[config.mk]
export PLATFORM = sky130hd
export DESIGN_NAME = clstm_sequencer
export DESIGN_NICKNAME = d
export VERILOG_FILES = /design/src/rtl/clstm_pkg.sv /design/src/rtl/clstm_onehot_dec.sv /design/src/rtl/clstm_sequencer.sv
export SDC_FILE = /design/constraint.sdc
export NUM_CORES = 1
export LEC_CHECK = 0
export CAP_MARGIN = 20
export CELL_PAD_IN_SITES_DETAIL_PLACEMENT = 1
export CELL_PAD_IN_SITES_GLOBAL_PLACEMENT = 1
export CORE_MARGIN = 2
export CORE_UTILIZATION = 37
export DETAILED_ROUTE_END_ITERATION = 6
export HOLD_SLACK_MARGIN = 0.1
export PLACE_DENSITY_LB_ADDON = 0.25
export SLEW_MARGIN = 5
export SYNTH_ARGS = -nofsm -noshare
export SYNTH_HDL_FRONTEND = slang
export SYNTH_SLANG_ARGS = --single-unit
[constraint.sdc]
create_clock -name clk -period 3 [get_ports clk]
set_clock_uncertainty 0.15 [all_clocks]
set_input_delay 0.6 -clock clk [delete_from_list [all_inputs] [get_ports clk]]
set_output_delay 0.6 -clock clk [all_outputs]
set_load 0.005 [all_outputs]
[src/rtl/clstm_pkg.sv]
// rtl/clstm_pkg.sv - shared state encoding and bank-count defaults for the C-LSTM sequencer
package clstm_pkg;

    typedef enum logic [2:0] {
        ST_IDLE    = 3'd0,
        ST_LOAD_S1 = 3'd1,
        ST_LOAD_S2 = 3'd2,
        ST_LOAD_S3 = 3'd3,
        ST_START   = 3'd4,
        ST_RUN     = 3'd5,
        ST_DONE    = 3'd6
    } clstm_seq_state_t;

    localparam int CLSTM_S1_BANKS = 8;
    localparam int CLSTM_S2_BANKS = 7;
    localparam int CLSTM_S3_BANKS = 2;

    // Bank index width wide enough for the largest of the three stages.
    function automatic int clstm_idx_w(input int a, input int b, input int c);
        int m;
        m = a;
        if (b > m) m = b;
        if (c > m) m = c;
        return (m <= 2) ? 1 : $clog2(m);
    endfunction

endpackage

[src/rtl/clstm_onehot_dec.sv]
// rtl/clstm_onehot_dec.sv - binary index to one-hot bank enable decoder with enable
module clstm_onehot_dec #(
    parameter int N = 8,
    parameter int W = 3
) (
    input  logic [W-1:0] idx_i,
    input  logic         en_i,
    output logic [N-1:0] onehot_o
);

    // Exactly one bit high when enabled; an out-of-range index yields all zeros.
    always_comb begin
        onehot_o = '0;
        if (en_i) begin
            for (int i = 0; i < N; i++) begin
                if (idx_i == W'(i)) onehot_o[i] = 1'b1;
            end
        end
    end

endmodule

[src/rtl/clstm_sequencer.sv]
// rtl/clstm_sequencer.sv - weight-load, start and stream-count control FSM for the C-LSTM datapath
module clstm_sequencer
    import clstm_pkg::*;
#(
    parameter int S1_BANKS = CLSTM_S1_BANKS,
    parameter int S2_BANKS = CLSTM_S2_BANKS,
    parameter int S3_BANKS = CLSTM_S3_BANKS,
    parameter int STEP_W   = 8
) (
    input  logic                clk,
    input  logic                rst,
    input  logic                cmd_start,
    input  logic [STEP_W-1:0]   num_steps,
    output logic                busy,
    output logic                done,
    input  logic                w_valid,
    output logic                w_ready,
    output logic [S1_BANKS-1:0] wen_stage1,
    output logic [S2_BANKS-1:0] wen_stage2,
    output logic [S3_BANKS-1:0] wen_stage3,
    output logic                start_compute,
    input  logic                x_valid,
    output logic                x_ready,
    output logic                dp_i_valid,
    input  logic                dp_o_ready,
    input  logic                dp_o_valid,
    output logic                dp_i_ready,
    input  logic                res_ready,
    output logic                res_valid
);

    localparam int BANK_W = clstm_idx_w(S1_BANKS, S2_BANKS, S3_BANKS);
    localparam logic [BANK_W-1:0] S1_LAST = BANK_W'(S1_BANKS - 1);
    localparam logic [BANK_W-1:0] S2_LAST = BANK_W'(S2_BANKS - 1);
    localparam logic [BANK_W-1:0] S3_LAST = BANK_W'(S3_BANKS - 1);

    clstm_seq_state_t    state_q;
    logic [BANK_W-1:0]   bank_q;
    logic [BANK_W-1:0]   bank_d;
    logic [STEP_W-1:0]   steps_q;
    logic [STEP_W-1:0]   in_cnt_q;
    logic [STEP_W-1:0]   in_cnt_d;
    logic [STEP_W-1:0]   out_cnt_q;
    logic [STEP_W-1:0]   out_cnt_d;

    logic in_load;
    logic w_beat;
    logic in_open;
    logic in_hs;
    logic out_hs;

    assign in_load  = (state_q == ST_LOAD_S1) || (state_q == ST_LOAD_S2) || (state_q == ST_LOAD_S3);
    assign w_beat   = w_valid && in_load;
    assign in_open  = (state_q == ST_RUN) && (in_cnt_q < steps_q);
    assign in_hs    = x_valid && dp_o_ready && in_open;
    assign out_hs   = dp_o_valid && res_ready && (state_q == ST_RUN);

    assign bank_d    = bank_q + BANK_W'(1);
    assign in_cnt_d  = in_cnt_q + STEP_W'(1);
    assign out_cnt_d = out_cnt_q + STEP_W'(1);

    // Status and handshake outputs decode the registered state directly.
    assign busy          = (state_q != ST_IDLE);
    assign done          = (state_q == ST_DONE);
    assign start_compute = (state_q == ST_START);
    assign w_ready       = in_load;
    assign dp_i_valid    = x_valid && in_open;
    assign x_ready       = dp_o_ready && in_open;
    // Results pass straight through in every state; only RUN counts them.
    assign res_valid     = dp_o_valid;
    assign dp_i_ready    = res_ready;

    clstm_onehot_dec #(.N(S1_BANKS), .W(BANK_W)) u_dec_s1 (
        .idx_i    (bank_q),
        .en_i     (w_beat && (state_q == ST_LOAD_S1)),
        .onehot_o (wen_stage1)
    );

    clstm_onehot_dec #(.N(S2_BANKS), .W(BANK_W)) u_dec_s2 (
        .idx_i    (bank_q),
        .en_i     (w_beat && (state_q == ST_LOAD_S2)),
        .onehot_o (wen_stage2)
    );

    clstm_onehot_dec #(.N(S3_BANKS), .W(BANK_W)) u_dec_s3 (
        .idx_i    (bank_q),
        .en_i     (w_beat && (state_q == ST_LOAD_S3)),
        .onehot_o (wen_stage3)
    );

    // Sequencer FSM: bank walk per stage, one-cycle start, counted run, one-cycle done.
    always_ff @(posedge clk) begin
        if (rst) begin
            state_q   <= ST_IDLE;
            bank_q    <= '0;
            steps_q   <= '0;
            in_cnt_q  <= '0;
            out_cnt_q <= '0;
        end else begin
            case (state_q)
                ST_IDLE: begin
                    if (cmd_start) begin
                        state_q   <= ST_LOAD_S1;
                        steps_q   <= num_steps;
                        bank_q    <= '0;
                        in_cnt_q  <= '0;
                        out_cnt_q <= '0;
                    end
                end
                ST_LOAD_S1: begin
                    if (w_beat) begin
                        if (bank_q == S1_LAST) begin
                            bank_q  <= '0;
                            state_q <= ST_LOAD_S2;
                        end else begin
                            bank_q <= bank_d;
                        end
                    end
                end
                ST_LOAD_S2: begin
                    if (w_beat) begin
                        if (bank_q == S2_LAST) begin
                            bank_q  <= '0;
                            state_q <= ST_LOAD_S3;
                        end else begin
                            bank_q <= bank_d;
                        end
                    end
                end
                ST_LOAD_S3: begin
                    if (w_beat) begin
                        if (bank_q == S3_LAST) begin
                            bank_q  <= '0;
                            state_q <= ST_START;
                        end else begin
                            bank_q <= bank_d;
                        end
                    end
                end
                ST_START: begin
                    state_q <= (steps_q != '0) ? ST_RUN : ST_DONE;
                end
                ST_RUN: begin
                    if (in_hs) in_cnt_q <= in_cnt_d;
                    if (out_hs) begin
                        out_cnt_q <= out_cnt_d;
                        if (out_cnt_d == steps_q) state_q <= ST_DONE;
                    end
                end
                ST_DONE: begin
                    state_q <= ST_IDLE;
                end
                default: begin
                    state_q <= ST_IDLE;
                end
            endcase
        end
    end

endmodule
==> metrics.md <==
| Metric | Value |
|---|---|
| Starting DRC count in detailed routing | 75 |
| NumNets Final | around 380 |
| Fillers | 738 |
| Layout cells sized above 1 | slightly below 10% |
| Final antenna-violating net count | 0 |
| Lkg Pwr | 1.10 nW |
| Final hold viol count | 0 |
| Clock-pin transition on the worst setup and hold timing paths | 60 ps |
| WL/cell | 15.0 um |
| Placement Rows | 27 |
| Vias after detailed routing | 2321 |
| EDFF count, synth | 0 |
| Clk Latency, worst-skew pair | 290 ps |
| Synth Net Count | 335 |
| Mean Syn Cell Area | slightly above 7 um2 |
| CP peak stage delay | 510 ps |
| Setup Crit Path Kind | in2out |
| Most used cell, CP | clkdlybuf4s50_1 |
| Setup_tns | 0 ps |
| Peak Freq | about 340 MHz |
| Slew Limit Fails | 0 |
| Arrival time at the worst endpoint | between 2000 and 2500 ps |
| Max_slew headroom | about 63% |
| Pwr Density | 465 mW/mm2 |
| WP data required | roughly 2300 ps |
| Remaining DRCs | 0 |
| DRT Wirelength | 6.40 mm |
| TritonCTS clock tree | built |
| Num ports | 41 |
| Crit path cell chain | clkdlybuf4s50_1 > nand2_1 > or3_1 > inv_1 > clkdlybuf4s50_1 |
| Worst-margin pin slew | 546 ps |
| Initial antenna violation count | 0 |
| Worst setup SP type | primary input |
| RD Place Congestion | 0.844 |
| Setup ws final | 78.9 ps |
| First-pass GRT wire length | about 11 mm |
| Minimum clock period | 2920 ps |
| CP max-delay cell | clkdlybuf4s50_1 |
| Post-synthesis sequential area ratio | 27.6% |
| Core Box Area | 0.00561 mm2 |
| Clock buffer count from CTS | 5 |
| CP max FO | 4 |
| Endpoints failing setup | 0 |
| Die X | 80.7 um |
| Clock Sink Count | 30 |
| Detailed placer's ending HPWL | approximately 5 mm |
| Place WS | -20.7 ps |
| Distinct cells, synth | 48 |
| Total iterations of the first detailed-routing run | 4 |
| Final period util | 97.4% |
| Buf/Inv on CP | 3 |
| Total track usage | about a fifth |
| Initial Util | 38.8% |
| RSZ-0062 raised after global routing | false |
| Final Util | 50.8% |
| Most used DFF post-synth | dfxtp_1 |
| Total congestion overflow | 0 |
| Die Ht | 80.7 um |
| H-tree depth | 2 |
| P&R area growth vs syn | 30.7% |
| CP delay by family, top | buffers and inverters |
| Clk buf depth | 2 |
| Max-cap violations | 0 |
| Setup Buffers After CTS | 0 |
| Run status | finished, final reports clean |
| Synth Register Bits | 30 |
| Die area | 0.00651 mm2 |
| CP endpoint kind | output pin |
| Post-DR vias/cell | 5.45 |
| Mapped Area | around 0.0022 mm2 |
| Share of synthesized registers carrying an async set or reset | 0% |
| Vias in the first global route | ~2300 |
| Pin count of the biggest net entering global routing | 22 |
| Antenna diode count | 0 |
| Root buf cell | clkbuf_8 |
| Total Power | around 0.0013 W |
| Final hold slack | 339 ps |
| Buffers on Ports | 40 |
| Max IR drop VDD | around 0.00021 V |
| Post-Syn Instances | between 300 and 400 |
| Worst Hold Class | reg2reg |
| Synth warn | 0 |
==> routing by layer <==
layer | vias to the layer above | GRT usage (%) | share of wire, %
met5 | - | 0 | 0
met4 | 0 | 6.95 | 1.3
met3 | 8 | 3.48 | 3.2
met2 | 35 | 38.4 | 50
met1 | 1121 | 25.6 | 46
li1 | 1157 | - | -
==> cells in the final DEF, fill, tap and decap left out, drive strengths merged, types with 4 or more instances in the layout <==
master,netlist,layout
nor2b,4,4
a21oi,29,29
nand2,37,37
inv,19,19
clkbuf,11,7
and2,4,4
nand3,12,12
nor3,4,4
dfxtp,30,30
buf,5,18
mux2i,7,7
o21ai,16,16
or3,11,11
clkdlybuf4s50,0,38
nand4,5,5
nor2,42,42
nand3b,5,5
xnor2,8,8
ha,15,15
==> cells in the mapped netlist, types with 3 or more instances <==
cell	instances	share of area (%)
a21oi_1	29	6.7
nor3_1	4	0.92
a21o_1	3	1.0
ha_1	15	8.6
buf_4	3	1.0
or3_1	11	3.2
dfxtp_1	30	28
nor2b_1	4	1.1
nand3b_1	5	1.7
nand3_1	12	2.8
inv_1	19	3.3
nor2_1	42	7.2
o21ai_0	14	3.2
nand2_1	37	6.4
nand2b_1	3	0.86
clkbuf_1	11	1.9
nand4_1	5	1.4
mux2i_1	7	3.2
and2_1	4	1.1
xnor2_1	8	3.2
==> power by group <==
part,switching [W],internal [W],total (W),leakage (nW)
registers,0.0000351,0.000427,0.000462,0.244
logic,0.000283,0.000235,0.000519,0.811
clock network,0.000159,0.000185,0.000344,0.0482
total,0.000477,0.000848,0.00132,1.10
==> final cells by class <==
cell class	instances	area, um2	area share [%]
multi-input combinational	239	1460	51.2
sequential	30	603	21.2
timing repair buffer	58	533	18.7
tap	72	90.1	3.16
clock buffer	7	86.3	3.03
inverter	19	71.3	2.51
clock inverter	1	5.00	0.176
==> flip-flops by register name, summed over array words and instances (netlist names) <==
register   count
steps_q        8
bank_q         3
in_cnt_q       8
state_q        3
out_cnt_q      8
==> cell families after synthesis <==
| logic type | share of synthesized area, % |
|---|---|
| DFF | 27.6 |
| AOI/OAI and AO/OA | 18.2 |
| muxes | 3.22 |
| buffers and inverters | 6.67 |
| and+or+nand+nor | 32.1 |
| xor gates and xnor gates | 3.62 |
| adders and majority gates | 8.62 |
==> worst min-delay path, stage by stage, from the launching register on <==
cell and delay, ps:
dfxtp_1 320, nand2_1 60, mux2i_1 60
==> what timing repair did <==
action	in CTS	in global routing
gates resized for setup	7	2
hold buffers	0	0
endpoints found under the hold margin	0	0
setup endpoints to repair	7	9
pin swaps	4	1
==> worst paths after layout <==
kind | from | end | slack, ps | cells after the start
max | w_valid | wen_stage3[1] | 80 | 5
min | in_cnt_q[7] | in_cnt_q[7] | 340 | 2
max reg2reg | out_cnt_q[0] | state_q[1] | 600 | 6
min reg2reg | in_cnt_q[7] | in_cnt_q[7] | 340 | 2
==> per-stage QoR <==
stage          cell area (um2)  instances
4_1_cts                   2840        426
3_5_place_dp              2730        418
5_1_grt                   2850        426
6_report                  2850        426
3_3_place_gp              2730        418
2_1_floorplan             2180        304
No activity file was read; power rests on OpenSTA's default activity.
